===== config.mk =====
export PLATFORM = sky130hd
export DESIGN_NAME = twiddle_cmul_seq
export DESIGN_NICKNAME = d
export VERILOG_FILES = /design/src/rtl/fft_pkg.sv /design/src/rtl/cplx_round_sat.sv /design/src/rtl/twiddle_cmul_seq.sv
export SDC_FILE = /design/constraint.sdc
export NUM_CORES = 1
export LEC_CHECK = 0
export ABC_AREA = 0
export CORE_MARGIN = 2
export CORE_UTILIZATION = 30
export DETAILED_ROUTE_END_ITERATION = 7
export MAX_ROUTING_LAYER = met4
export PLACE_DENSITY = 0.59
export SLEW_MARGIN = 30
export SYNTH_ARGS = -nofsm -noshare
export SYNTH_HDL_FRONTEND = slang
export SYNTH_SLANG_ARGS = --single-unit

===== constraint.sdc =====
create_clock -name clkin -period 3.3 [get_ports clkin]
set_input_delay 0.495 -clock clkin [delete_from_list [all_inputs] [get_ports clkin]]
set_output_delay 0.495 -clock clkin [all_outputs]
set_load 0.1 [all_outputs]

===== src/rtl/fft_pkg.sv =====
// fft_pkg: shared definitions for the FFT twiddle path.
//   - state_t          : sequencing states of twiddle_cmul_seq
//   - DEF_WIDTH        : default component width
//   - K_RR..K_IR       : order in which the four real products are issued
//   - SAT_MAX/SAT_MIN  : saturation limits for the default width
package fft_pkg;

  typedef enum logic [2:0] {
    IDLE  = 3'd0,
    ISSUE = 3'd1,
    WAIT  = 3'd2,
    ROUND = 3'd3,
    OUT   = 3'd4
  } state_t;

  localparam int DEF_WIDTH = 8;

  // Product order: k=0 ar*wr (+re), k=1 ai*wi (-re), k=2 ar*wi (+im), k=3 ai*wr (+im)
  localparam logic [1:0] K_RR = 2'd0;
  localparam logic [1:0] K_II = 2'd1;
  localparam logic [1:0] K_RI = 2'd2;
  localparam logic [1:0] K_IR = 2'd3;

  localparam int SAT_MAX = (2 ** (DEF_WIDTH - 1)) - 1;
  localparam int SAT_MIN = -(2 ** (DEF_WIDTH - 1));

endpackage


===== src/rtl/cplx_round_sat.sv =====
// cplx_round_sat: combinational round + arithmetic shift + saturate of one
// accumulator back to WIDTH bits.
//   acc : 2*WIDTH+1 bit signed accumulator
//   y   : WIDTH bit signed, saturated result
// Build option TWID_ROUND_EN: when defined, 2^(FRAC-1) is added before the
// shift (round half up); otherwise the shift truncates toward -inf.
module cplx_round_sat
  import fft_pkg::*;
#(
  parameter int WIDTH = DEF_WIDTH,
  parameter int FRAC  = WIDTH - 1
) (
  input  logic signed [2*WIDTH:0]  acc,
  output logic signed [WIDTH-1:0]  y
);

  // One guard bit above the accumulator so the rounding bias cannot wrap.
  localparam int AW = 2 * WIDTH + 2;
  localparam logic signed [AW-1:0] MAX_V = AW'((2 ** (WIDTH - 1)) - 1);
  localparam logic signed [AW-1:0] MIN_V = AW'(-(2 ** (WIDTH - 1)));
`ifdef TWID_ROUND_EN
  localparam logic signed [AW-1:0] RND_BIAS = AW'(2 ** (FRAC - 1));
`endif

  logic signed [AW-1:0] ext_s;
  logic signed [AW-1:0] rnd_s;
  logic signed [AW-1:0] shf_s;

  // Extend, optionally bias, shift and clamp to the WIDTH-bit signed range.
  always_comb begin
    ext_s = {acc[2*WIDTH], acc};
`ifdef TWID_ROUND_EN
    rnd_s = ext_s + RND_BIAS;
`else
    rnd_s = ext_s;
`endif
    shf_s = rnd_s >>> FRAC;
    if (shf_s > MAX_V) begin
      y = MAX_V[WIDTH-1:0];
    end else if (shf_s < MIN_V) begin
      y = MIN_V[WIDTH-1:0];
    end else begin
      y = shf_s[WIDTH-1:0];
    end
  end

endmodule


===== src/rtl/twiddle_cmul_seq.sv =====
// twiddle_cmul_seq: sequential complex multiply Y = A*W for the FFT butterfly.
// The four real products are issued one at a time to an external shared
// `multiply` instance, accumulated, then rounded/saturated to WIDTH bits.
//   clkin, rst             : clock, synchronous active-high reset
//   in_valid/in_ready      : operand handshake (ar, ai, wr, wi)
//   out_valid/out_ready    : result handshake (yr, yi)
//   mul_a/mul_b            : registered operands to multiply a_in/b_in
//   mul_ready/mul_product  : multiply status and signed product
// Build option TWID_ROUND_EN selects round-half-up instead of truncation
// (inside cplx_round_sat); cycle timing is unaffected.
module twiddle_cmul_seq
  import fft_pkg::*;
#(
  parameter int WIDTH = DEF_WIDTH,
  parameter int FRAC  = WIDTH - 1
) (
  input  logic                     clkin,
  input  logic                     rst,
  input  logic                     in_valid,
  output logic                     in_ready,
  input  logic signed [WIDTH-1:0]  ar,
  input  logic signed [WIDTH-1:0]  ai,
  input  logic signed [WIDTH-1:0]  wr,
  input  logic signed [WIDTH-1:0]  wi,
  output logic                     out_valid,
  input  logic                     out_ready,
  output logic signed [WIDTH-1:0]  yr,
  output logic signed [WIDTH-1:0]  yi,
  output logic signed [WIDTH-1:0]  mul_a,
  output logic signed [WIDTH-1:0]  mul_b,
  input  logic                     mul_ready,
  input  logic signed [2*WIDTH-2:0] mul_product
);

  localparam logic signed [WIDTH-1:0] MOST_NEG  = {1'b1, {(WIDTH-1){1'b0}}};
  localparam logic signed [WIDTH-1:0] NEG_CLAMP = {1'b1, {(WIDTH-2){1'b0}}, 1'b1};

  // The product field cannot hold (-2^(W-1))^2, so the most negative code is
  // pulled in by one before it ever reaches the multiplier.
  function automatic logic signed [WIDTH-1:0] clamp_neg(input logic signed [WIDTH-1:0] v);
    if (v == MOST_NEG) begin
      return NEG_CLAMP;
    end else begin
      return v;
    end
  endfunction

  state_t                    state_r;
  logic [1:0]                k_r;
  logic signed [WIDTH-1:0]   op_ar_r;
  logic signed [WIDTH-1:0]   op_ai_r;
  logic signed [WIDTH-1:0]   op_wr_r;
  logic signed [WIDTH-1:0]   op_wi_r;
  logic signed [2*WIDTH:0]   acc_re_r;
  logic signed [2*WIDTH:0]   acc_im_r;

  logic [1:0]                k_nxt_s;
  logic signed [WIDTH-1:0]   nxt_a_s;
  logic signed [WIDTH-1:0]   nxt_b_s;
  logic signed [2*WIDTH:0]   prod_ext_s;
  logic signed [WIDTH-1:0]   rnd_re_s;
  logic signed [WIDTH-1:0]   rnd_im_s;

  // Operands for the next product: k odd takes ai, else ar; b takes wi for k=1,2.
  always_comb begin
    k_nxt_s    = k_r + 2'd1;
    nxt_a_s    = k_nxt_s[0] ? op_ai_r : op_ar_r;
    nxt_b_s    = (k_nxt_s[0] ^ k_nxt_s[1]) ? op_wi_r : op_wr_r;
    prod_ext_s = {{2{mul_product[2*WIDTH-2]}}, mul_product};
  end

  cplx_round_sat #(.WIDTH(WIDTH), .FRAC(FRAC)) u_rs_re (
    .acc (acc_re_r),
    .y   (rnd_re_s)
  );

  cplx_round_sat #(.WIDTH(WIDTH), .FRAC(FRAC)) u_rs_im (
    .acc (acc_im_r),
    .y   (rnd_im_s)
  );

  // Sequencing FSM with registered handshake, multiplier and result outputs.
  always_ff @(posedge clkin) begin
    if (rst) begin
      state_r   <= IDLE;
      in_ready  <= 1'b1;
      out_valid <= 1'b0;
      yr        <= '0;
      yi        <= '0;
      mul_a     <= '0;
      mul_b     <= '0;
      acc_re_r  <= '0;
      acc_im_r  <= '0;
      k_r       <= K_RR;
      op_ar_r   <= '0;
      op_ai_r   <= '0;
      op_wr_r   <= '0;
      op_wi_r   <= '0;
    end else begin
      case (state_r)
        IDLE: begin
          if (in_valid) begin
            op_ar_r  <= clamp_neg(ar);
            op_ai_r  <= clamp_neg(ai);
            op_wr_r  <= clamp_neg(wr);
            op_wi_r  <= clamp_neg(wi);
            mul_a    <= clamp_neg(ar);
            mul_b    <= clamp_neg(wr);
            acc_re_r <= '0;
            acc_im_r <= '0;
            k_r      <= K_RR;
            in_ready <= 1'b0;
            state_r  <= ISSUE;
          end
        end
        // mul_ready is stale here: it only reflects the new operands next cycle.
        ISSUE: begin
          state_r <= WAIT;
        end
        WAIT: begin
          if (mul_ready) begin
            case (k_r)
              K_RR:    acc_re_r <= acc_re_r + prod_ext_s;
              K_II:    acc_re_r <= acc_re_r - prod_ext_s;
              K_RI:    acc_im_r <= acc_im_r + prod_ext_s;
              K_IR:    acc_im_r <= acc_im_r + prod_ext_s;
              default: acc_im_r <= acc_im_r;
            endcase
            if (k_r != K_IR) begin
              k_r     <= k_nxt_s;
              mul_a   <= nxt_a_s;
              mul_b   <= nxt_b_s;
              state_r <= ISSUE;
            end else begin
              state_r <= ROUND;
            end
          end
        end
        ROUND: begin
          yr        <= rnd_re_s;
          yi        <= rnd_im_s;
          out_valid <= 1'b1;
          state_r   <= OUT;
        end
        OUT: begin
          if (out_ready) begin
            out_valid <= 1'b0;
            in_ready  <= 1'b1;
            state_r   <= IDLE;
          end
        end
        default: begin
          out_valid <= 1'b0;
          in_ready  <= 1'b1;
          state_r   <= IDLE;
        end
      endcase
    end
  end

endmodule


==> metrics.txt <==
site row count 51; Required @ worst endpoint 3.59 ns; cts bufs inserted 9; CTS tree yes; GRT Total Usage 15.7%; Min Hold Slack 0.449 ns; critical path class input pin to flip-flop; Synth area leaders dfxtp_1 35%, a21oi_1 9.2%, ha_1 7.7%; drt pass-1 iters 5; RSZ-0062 raised after global routing true; Syn Nets 843; Worst Path Max Fanout 4; final hold violation count 0; Hold Path Cell Cnt 2; worst path bufs/invs 1; Pwr Total 3210 uW; status finished clean; wire length per cell 13.9 um; layout cells sized above 1 14.5%; Post-synth top flop dfxtp_1; total routed wirelength 16.0 mm; vias 5606; max_cap viols 0; Layout Cell Area excl Fill 0.00789 mm^2; worst-case clock buffer depth 2; Syn Inst Count 752; reg2reg path depth 12; Initial Util 30.7%; register area share after synthesis 35.1%; cell depth of the worst setup path 16; Max Freq 310 MHz; CTS H-Tree Depth 3; core area 0.0195 mm^2; Async SR Flop Fraction 0%; placed cell areas 0.00747 mm^2; die area 0.0211 mm^2; synth-to-layout area growth 31.8%; crit-path cells buf_6, or3_4, or3_4, nor3_4, nand2b_4, nor2_4, nor2_2, xnor2_1, ha_1, a211oi_2, a211oi_2, a21oi_1, o21ai_2, xor2_1, mux2_1, a21oi_1; commonest cells after routing, fill and taps aside 106 x a21oi_1, 106 x nand2_1, 105 x dfxtp_1, 86 x nor2_1, 77 x clkdlybuf4s50_1; clk slew on worst S/H paths 0.08 ns; sinks on the clock net 105; leakage 0.00310 uW; Slew Viols, Final 0; peak supply drop 0.000242 V; Tcrit/Tclk final 97.6%; first-pass GRT wire length 26.7 mm; Detail Route Antenna Nets 0; Via density 4.89; skew final 0.00755 ns; Ant. Diodes 0; IO buf count 85; initial antenna violation count 0; worst rel slew slack 33.5%; Final min period 3.22 ns; Clock Latency Late Sink 0.36 ns; top-area cell type share of the netlist area 35.1%; final layout net count 968; Top Ports 86; synth unique cells 60; Die X 145 um; CP Launch Type input pin; post-synthesis instance area 0.00599 mm^2; area leader, netlist dfxtp_1; CP arrival 3.51 ns; syn avg cell area 7.96 um^2; remaining routing DRC violations 0; die span in y 145 um; largest net degree at the start of global routing 65; Crit. End Element flip-flop; root buf cell clkbuf_16; PwrDens 407 mW/mm^2; aggregate global routing overflow 0; Post-synth EDFFs 0; vias in the first global route 5279; CP top delay family simple AND/OR/NAND/NOR gates; initial DRC count 263; CP peak stage delay 0.39 ns; Fillers 2046; Worst Hold Class flip-flop to flip-flop; Final HPWL DP 11.5 mm; final setup fails 0; Seq cells post-synth 105; setup TNS 0 ns; Slew @ Worst Pin 0.995 ns; Synth Warn # 0; RePlAce Congestion 0.829; Worst path slowest cell or3_4
-- metal layers --
layer  global-route usage, %  wire length, um
met1                    21.0             7990
met2                    24.6             7210
met3                    2.92              577
met4                    3.87              190
met5                       -                0
-- repair_timing --
| item | 4_1_cts | 5_1_grt |
|---|---|---|
| gates resized for setup | 12 | 21 |
| setup buffers | 3 | 5 |
| hold buffers | 0 | 0 |
| pin swaps | 13 | 20 |
| setup endpoints to repair | 6 | 4 |
-- synthesized netlist by cell type, types with 7 or more instances --
| library cell | number |
|---|---|
| a31oi_1 | 7 |
| nand3_1 | 10 |
| nand2_1 | 106 |
| ha_1 | 37 |
| xor2_1 | 11 |
| a21o_1 | 16 |
| inv_1 | 13 |
| nand2b_1 | 9 |
| nor3_1 | 13 |
| o21ai_0 | 36 |
| a22o_1 | 8 |
| dfxtp_1 | 105 |
| a211oi_1 | 24 |
| a21oi_1 | 110 |
| clkbuf_1 | 31 |
| nor2_1 | 89 |
| mux2i_1 | 17 |
| xnor2_1 | 25 |
-- state kept, by name (all words and copies together), names as in the netlist, 3 cells and up --
register	cells
state_r	3
op_ar_r	8
acc_im_r	17
mul_b	8
op_wi_r	8
yi	8
op_wr_r	8
mul_a	8
yr	8
op_ai_r	8
acc_re_r	17
-- report_power, final --
| part | leakage, uW | internal [uW] | switching [uW] |
|---|---|---|---|
| registers | 0.000855 | 1320 | 35.1 |
| logic | 0.00210 | 299 | 463 |
| clock network | 0.000144 | 551 | 542 |
-- worst register-to-register path: cells and delay by family (launching register included) --
family	cells	cell delay [ns]
buffers and inverters	2	0.30
XOR/XNOR	1	0.16
AND/OR/NAND/NOR	1	0.17
AO/OA/AOI/OAI	4	0.60
multiplexers	2	0.74
adder cells (fa/ha/maj)	2	0.53
flip-flops	1	0.34
-- metrics by stage --
stage / instances / setup WS, ns / utilization, %
2_1_floorplan: 752 / -0.0993 / -
3_3_place_gp: 1123 / -0.618 / 38.2
3_5_place_dp: 1123 / -0.670 / 38.2
4_1_cts: 1142 / 0.0115 / 39.9
5_1_grt: 1147 / -0.0915 / 40.4
6_report: 1147 / 0.0786 / 40.4
-- kinds of logic (layout without fill, tap and decap cells) --
group | count (synthesis) | in the layout | synth area share, %
adder cells (fa/ha/maj) | 39 | 39 | 8.40
buffers and inverters | 54 | 184 | 3.82
XOR/XNOR | 37 | 37 | 5.54
AO/OA/AOI/OAI | 231 | 231 | 23.2
multiplexers | 23 | 23 | 3.97
AND/OR/NAND/NOR | 263 | 263 | 20.0
flip-flops | 105 | 105 | 35.1
-- layout make-up --
cell class                      count  area (um^2)  share of cell area [%]
Inverter                           13         48.8                   0.618
Clock inverter                      6         56.3                   0.713
Clock buffer                       10          239                    3.03
Timing Repair Buffer              155         1380                    17.4
Sequential cell                   105         2100                    26.6
Tap cell                          265          332                    4.20
Multi-Input combinational cell    593         3740                    47.4
-- final timing paths --
path                        from            to  slack [ns]
setup / recovery  mul_product[4]  acc_re_r[16]        0.08
hold / removal             yi[2]         yi[2]        0.45
setup reg to reg          k_r[1]  acc_re_r[16]        0.38
hold reg to reg            yi[2]         yi[2]        0.45
(Power assumes the default switching activity.)
